[src/rtl/apb_requester.sv]
// APB requester: turns single-word local commands into APB SETUP/ACCESS transfers
// to one of two completers, with wait-state support and a bounded ACCESS timeout.
module apb_requester #(
  parameter int ADDWIDTH  = 8,
  parameter int DATAWIDTH = 32,
  parameter int TIMEOUT   = 16
) (
  input  logic                   PCLK,
  input  logic                   PRESETn,
  input  logic                   cmd_valid,
  output logic                   cmd_ready,
  input  logic                   cmd_write,
  input  logic                   cmd_slv,
  input  logic [ADDWIDTH-1:0]    cmd_addr,
  input  logic [DATAWIDTH-1:0]   cmd_wdata,
  input  logic [DATAWIDTH/8-1:0] cmd_strb,
  output logic                   rsp_valid,
  output logic [DATAWIDTH-1:0]   rsp_rdata,
  output logic                   rsp_err,
  output logic [1:0]             PSEL,
  output logic                   PENABLE,
  output logic                   PWRITE,
  output logic [ADDWIDTH-1:0]    PADDR,
  output logic [DATAWIDTH/8-1:0] PSTRB,
  output logic [DATAWIDTH-1:0]   PWDATA,
  input  logic                   PREADY,
  input  logic [DATAWIDTH-1:0]   PRDATA
);

  localparam int STRBW = DATAWIDTH / 8;
  localparam int CNT_W = $clog2(TIMEOUT + 1);

  typedef enum logic [1:0] {
    IDLE   = 2'b00,
    SETUP  = 2'b01,
    ACCESS = 2'b10
  } state_t;

  state_t               state_r, state_s;
  logic [CNT_W-1:0]     cnt_r, cnt_s;
  logic [1:0]           psel_r, psel_s;
  logic                 penable_r, penable_s;
  logic                 pwrite_r, pwrite_s;
  logic [ADDWIDTH-1:0]  paddr_r, paddr_s;
  logic [STRBW-1:0]     pstrb_r, pstrb_s;
  logic [DATAWIDTH-1:0] pwdata_r, pwdata_s;
  logic                 rsp_valid_r, rsp_valid_s;
  logic [DATAWIDTH-1:0] rsp_rdata_r, rsp_rdata_s;
  logic                 rsp_err_r, rsp_err_s;
  logic                 cmd_ready_r;

  // Next-state and next-output logic; cnt_r counts ACCESS cycles starting at 1.
  always_comb begin
    state_s     = state_r;
    cnt_s       = cnt_r;
    psel_s      = psel_r;
    penable_s   = penable_r;
    pwrite_s    = pwrite_r;
    paddr_s     = paddr_r;
    pstrb_s     = pstrb_r;
    pwdata_s    = pwdata_r;
    rsp_valid_s = 1'b0;
    rsp_rdata_s = {DATAWIDTH{1'b0}};
    rsp_err_s   = 1'b0;
    case (state_r)
      IDLE: begin
        if (cmd_valid && cmd_ready_r) begin
          state_s   = SETUP;
          psel_s    = cmd_slv ? 2'b10 : 2'b01;
          penable_s = 1'b0;
          pwrite_s  = cmd_write;
          paddr_s   = cmd_addr;
          pwdata_s  = cmd_wdata;
          pstrb_s   = cmd_write ? cmd_strb : {STRBW{1'b0}};
        end else begin
          state_s = IDLE;
        end
      end
      SETUP: begin
        state_s   = ACCESS;
        penable_s = 1'b1;
        cnt_s     = CNT_W'(1);
      end
      ACCESS: begin
        if (PREADY) begin
          state_s     = IDLE;
          psel_s      = 2'b00;
          penable_s   = 1'b0;
          rsp_valid_s = 1'b1;
          rsp_rdata_s = pwrite_r ? {DATAWIDTH{1'b0}} : PRDATA;
        end else if (cnt_r == CNT_W'(TIMEOUT)) begin
          state_s     = IDLE;
          psel_s      = 2'b00;
          penable_s   = 1'b0;
          rsp_valid_s = 1'b1;
          rsp_err_s   = 1'b1;
        end else begin
          cnt_s = cnt_r + CNT_W'(1);
        end
      end
      default: begin
        state_s   = IDLE;
        psel_s    = 2'b00;
        penable_s = 1'b0;
      end
    endcase
  end

  // State and registered-output update.
  always_ff @(posedge PCLK or negedge PRESETn) begin
    if (!PRESETn) begin
      state_r     <= IDLE;
      cnt_r       <= {CNT_W{1'b0}};
      psel_r      <= 2'b00;
      penable_r   <= 1'b0;
      pwrite_r    <= 1'b0;
      paddr_r     <= {ADDWIDTH{1'b0}};
      pstrb_r     <= {STRBW{1'b0}};
      pwdata_r    <= {DATAWIDTH{1'b0}};
      rsp_valid_r <= 1'b0;
      rsp_rdata_r <= {DATAWIDTH{1'b0}};
      rsp_err_r   <= 1'b0;
      cmd_ready_r <= 1'b1;
    end else begin
      state_r     <= state_s;
      cnt_r       <= cnt_s;
      psel_r      <= psel_s;
      penable_r   <= penable_s;
      pwrite_r    <= pwrite_s;
      paddr_r     <= paddr_s;
      pstrb_r     <= pstrb_s;
      pwdata_r    <= pwdata_s;
      rsp_valid_r <= rsp_valid_s;
      rsp_rdata_r <= rsp_rdata_s;
      rsp_err_r   <= rsp_err_s;
      cmd_ready_r <= (state_s == IDLE);
    end
  end

  assign cmd_ready = cmd_ready_r;
  assign rsp_valid = rsp_valid_r;
  assign rsp_rdata = rsp_rdata_r;
  assign rsp_err   = rsp_err_r;
  assign PSEL      = psel_r;
  assign PENABLE   = penable_r;
  assign PWRITE    = pwrite_r;
  assign PADDR     = paddr_r;
  assign PSTRB     = pstrb_r;
  assign PWDATA    = pwdata_r;

endmodule

[config.mk]
export PLATFORM = sky130hd
export DESIGN_NAME = apb_requester
export DESIGN_NICKNAME = d
export VERILOG_FILES = /design/src/rtl/apb_requester.sv
export SDC_FILE = /design/constraint.sdc
export NUM_CORES = 1
export LEC_CHECK = 0
export ABC_CLOCK_PERIOD_IN_PS = 3770
export CAP_MARGIN = 15
export CORE_MARGIN = 3
export CORE_UTILIZATION = 43
export CTS_CLUSTER_DIAMETER = 50
export CTS_CLUSTER_SIZE = 8
export DETAILED_ROUTE_END_ITERATION = 6
export GPL_TIMING_DRIVEN = 0
export HOLD_SLACK_MARGIN = 0.05
export PLACE_DENSITY = 0.85
export SYNTH_ARGS = -nofsm -noshare
export SYNTH_HDL_FRONTEND = slang
export SYNTH_SLANG_ARGS = --single-unit
[constraint.sdc]
create_clock -name PCLK -period 3.77 [get_ports PCLK]
set_clock_uncertainty 0.2 [all_clocks]
set_input_delay 0.9425 -clock PCLK [delete_from_list [all_inputs] [get_ports PCLK]]
set_output_delay 0.9425 -clock PCLK [all_outputs]
set_load 0.02 [all_outputs]
# After elaboration in Yosys (flattened, before gate mapping)

Index checks and enable logic that the tools add are counted.

Output and inout port bits: 83
Bits in registers: 90

Bitwise gates (word level): 1
Equality and inequality tests: 7
Add/sub/neg operators: 1
Mux-type cells: 25
Reductions and logical operators: 8

Operators by type and width:

| operator            | count |
|---|---|
| $mux 32             | 3 |
| $mux 2              | 6 |
| $pmux 2 s3          | 2 |
| $mux 5              | 2 |
| $pmux 5 s2          | 1 |
| $mux 1              | 9 |
| $ne 2x2->1 const B  | 3 |
| $reduce_and 3->1    | 2 |
| $add 5x1->5 const B | 1 |
| $eq 5x5->1 const B  | 1 |
| $logic_not 2->1     | 2 |
| $mux 4              | 1 |
| $reduce_and 2->1    | 2 |
| $ne 3x3->1 const B  | 1 |
| $pmux 1 s3          | 1 |
| $eq 2x1->1 const B  | 1 |
| $eq 2x2->1 const B  | 1 |
| $reduce_bool 2->1   | 1 |
| $logic_and 1x1->1   | 1 |
| $not 1->1           | 1 |

# Depth between registers and ports, before layout

Depth in word-level cells: 5
Mapped depth: 5

# Worst setup path after synthesis

Ideal clock, no wire load.

Path type: input port to flip-flop
Start: input port PREADY
End: register cnt_r[0]
Path slack: 1612 ps
Stages on the path: 3
Path buffers: 0
Arrival time: 1833 ps
Cells stage by stage: or3b_4 -> or2_1 -> mux2_2

Word-level cells in the longest chain between the ends: 2

Ends and longest elaborated chain:

| element                    | RTL line | RTL |
|---|---|---|
| start, declared            | 26       | `input logic PREADY,` |
| $ne 2x2->1 (no line)       | --       |  |
| $reduce_and 3->1 (no line) | --       |  |
| end signal, assigned       | 113      | `cnt_r <= {CNT_W{1'b0}};` |
| end signal, assigned       | 126      | `cnt_r <= cnt_s;` |
| end, declared              | 40       | `logic [CNT_W-1:0] cnt_r, cnt_s;` |

No other way between the ends.
A chain may end at the register's enable or synchronous reset.

# Worst setup path after layout

Start: register cmd_ready_r (netlist: cmd_ready)
End: output port cmd_ready

RTL lines:

| element                | RTL line | RTL |
|---|---|---|
| start, declared        | 50       | `logic cmd_ready_r;` |
| start signal, assigned | 136      | `cmd_ready_r <= (state_s == IDLE);` |
| end, declared          | 11       | `output logic cmd_ready,` |

No word-level cell between the ends.

==> metrics.md <==
| Metric | Value |
|---|---|
| Net Sw Frac | `33.20%` |
| Asr flop ratio synth | `100.0%` |
| Worst slew pin tran | `around 420 ps` |
| Total wire length | `between 7000 and 8000 um` |
| Largest stage delay on the critical path | `around 600 ps` |
| Hold Crit Class | `reg -> reg` |
| Status | `finished, final reports clean` |
| Crit share post-route | `69.66%` |
| Post-route minimum period | `2626 ps` |
| Final Setup Violations | `0` |
| Cell internal pwr | `2.510 mW` |
| CTS tree | `yes` |
| Required @ worst endpoint | `2630 ps` |
| Core Util, Final | `72.04%` |
| Fmax | `380.8 MHz` |
| Fill cells | `514` |
| Crit path buffers/inverters | `1` |
| DRT iter0 DRCs | `61` |
| Full die area | `just under 9000 um2` |
| Die width | `93.75 um` |
| CP Launch Type | `register` |
| Worst-path clk slew | `80 ps` |
| Cells after DPL | `485` |
| Maximum vdd drop | `0.3050 mV` |
| Layout cells sized above 1 | `7.214%` |
| Largest cells by area after synthesis | `dfrtp_1, mux2_1, and2_1` |
| GRT Resource Usage Total | `a little under a fifth` |
| Crit path capture type | `output pin` |
| First-pass iteration count of the detailed router | `4` |
| Critical-path top delay cell | `clkdlybuf4s50_1` |
| EDFF count, synth | `0` |
| Synthesized Nets | `about 300` |
| Hpwl dp | `6005 um` |
| Relative slew slack | `71.73%` |
| TritonCTS Buffers | `9` |
| First-pass GRT wire length | `12210 um` |
| Vias/cell | `between 4 and 5` |
| Via count of the first global-routing pass | `2485` |
| Initial Util | `44.92%` |
| Max_cap viols | `0` |
| Setup bufs post-CTS | `0` |
| Sw power | `1.248 mW` |
| Final setup margin | `1144 ps` |
| Synth area leader | `dfrtp_1` |
| PostCTS Resize Cnt | `0` |
| Drt drc | `0` |
| Vias | `~2300` |
| Crit path kind | `reg -> out` |
| Syn_area_per_cell | `14.98 um2` |
| CP max FO | `3` |
| Top delay family on crit path | `buffers and inverters` |
| Final Hold Fails | `0` |
| Synthesized cell area | `around 3300 um2` |
| Routability cong. | `between 0.7 and 0.8` |
| CTS sink count | `90` |
| IO Port Bufs | `164` |
| Synth Flop Type | `dfrtp_1` |
| Clk buf depth | `2` |
| Unique masters post-synth | `31` |
| Post-Layout Cell Count | `501` |
| Sequential Power Share | `38.9%` |
| Final setup TNS | `0 ps` |
| WL/cell | `15.30 um` |
| CP arrival | `1480 ps` |
| Cells after Synth | `221` |
| RSZ-0062 raised after global routing | `false` |
| Clock Power Share | `17.8%` |
| Yosys reg bits | `90` |
| Setup slack at placement | `1009 ps` |
| Area growth syn-to-layout | `60.36%` |
| I/O pin count | `165` |
| N_diodes | `0` |
| PwrDens | `707.9 nW/um2` |
| Slew Limit Fails | `0` |
| Root buf cell | `clkbuf_8` |
| Leak | `2.314 nW` |
| Sequential-to-total area share from yosys stat | `68.07%` |
| Final Total Pwr | `around 3.8 mW` |
| Worst-Skew Late Latency | `340 ps` |
| CTS H-Tree Depth | `3` |
| Post-CTS Hold Fix Bufs | `0` |
| Rows | `31` |
| Logic pwr share | `43.3%` |
| Nets | `481` |
| Top-area cell type share of the netlist area | `67.27%` |
| Initial antenna violation count | `0` |
| Core Area | `7370 um2` |
| Height of the die | `93.75 um` |
| CP cell instances | `clkdlybuf4s50_1` |
| GRT overflow | `0` |
| Post-route ant nets | `0` |
| Ys Warns | `0` |
| Largest net degree at the start of global routing | `60` |
==> registers in the layout, summed over array words and instances, names as in the netlist <==
signal,flops
PSEL,2
cnt_r,5
cmd_ready,1
PSTRB,4
PADDR,8
PWRITE,1
rsp_err,1
state_r,2
PENABLE,1
rsp_valid,1
PWDATA,32
rsp_rdata,32
==> power groups by stage <==
stage          sequential [mW]  combinational, mW  clock (mW)
2_1_floorplan             1.84              0.435           0
3_3_place_gp              1.46               1.62           0
3_5_place_dp              1.48               1.65           0
4_1_cts                   1.46               1.66       0.692
5_1_grt                   1.51               1.73       0.729
6_report                  1.46               1.63       0.670
==> layer usage <==
metal,wire length [um],GRT usage (%)
met1,2941,20.27
met2,3739,31.34
met3,864,6.811
met4,118,7.220
met5,0,0
==> synth_stat cells (2+ instances only) <==
library cell and number:
a22o_1 2, nand3_1 7, buf_2 2, inv_1 8
buf_6 4, mux2_2 2, and4bb_2 2, o21ai_0 5
dfrtp_1 89, mux2_1 40, and2_1 32, nor2_1 2
clkbuf_1 3, o211ai_1 2, o21ai_1 4, ha_1 2
==> path summary, 6_finish.rpt <==
kind                                   startpoint                     end  slack, ps  cells past startpoint
min in group asynchronous                 PRESETn   PWDATA[7]$_DFFE_PN0N_        320                      1
max reg2reg                  state_r[0]$_DFF_PN0_    PADDR[4]$_DFFE_PN0N_       1940                      4
min reg2reg                PWDATA[20]$_DFFE_PN0N_  PWDATA[20]$_DFFE_PN0N_        290                      1
min                        PWDATA[20]$_DFFE_PN0N_  PWDATA[20]$_DFFE_PN0N_        290                      1
max                           cmd_ready$_DFF_PN1_               cmd_ready       1140                      1
max in group asynchronous                 PRESETn  PWDATA[16]$_DFFE_PN0N_       2420                      2
==> cell usage in the layout, fill, tap and decap left out, types with 2 or more instances in the layout <==
cell | netlist | layout
dfrtp_1 | 89 | 89
clkbuf_8 | 0 | 12
inv_1 | 8 | 8
a22o_1 | 2 | 2
o21ai_1 | 4 | 4
buf_2 | 2 | 2
nor2_1 | 2 | 2
and2_1 | 32 | 32
and4bb_2 | 2 | 2
ha_1 | 2 | 2
mux2_2 | 2 | 2
nand3_1 | 7 | 7
o211ai_1 | 2 | 2
clkdlybuf4s50_1 | 0 | 163
o21ai_0 | 5 | 5
clkbuf_1 | 3 | 5
mux2_1 | 40 | 40
buf_6 | 4 | 4
==> final cells by class <==
class | instances | area, um2 | share of cell area (%)
buffer | 9 | 66.31 | 1.249
sequential | 90 | 2253 | 42.45
multi-input combinational | 114 | 960.9 | 18.10
clock inverter | 2 | 35.03 | 0.6599
timing repair buffer | 165 | 1667 | 31.39
clock buffer | 14 | 172.7 | 3.252
tap | 99 | 123.9 | 2.333
inverter | 8 | 30.03 | 0.5656
==> cell families after synthesis <==
logic type | after synthesis | synth area share [%]
adders and majority gates | 2 | 0.7557
xor gates and xnor gates | 1 | 0.2646
buffers and inverters | 17 | 2.910
muxes | 42 | 14.29
DFF | 90 | 68.07
AOI/OAI and AO/OA | 17 | 3.364
and+or+nand+nor | 52 | 10.36
==> stage by stage <==
step	hold slack [ps]	instance area, um2
after floorplan	289.5	3311
after global placement	266.5	5076
after detailed placement	274.0	5101
after CTS	291.9	5309
after global routing	310.4	5309
final	286.5	5309
No activity file was read; power rests on OpenSTA's default activity.
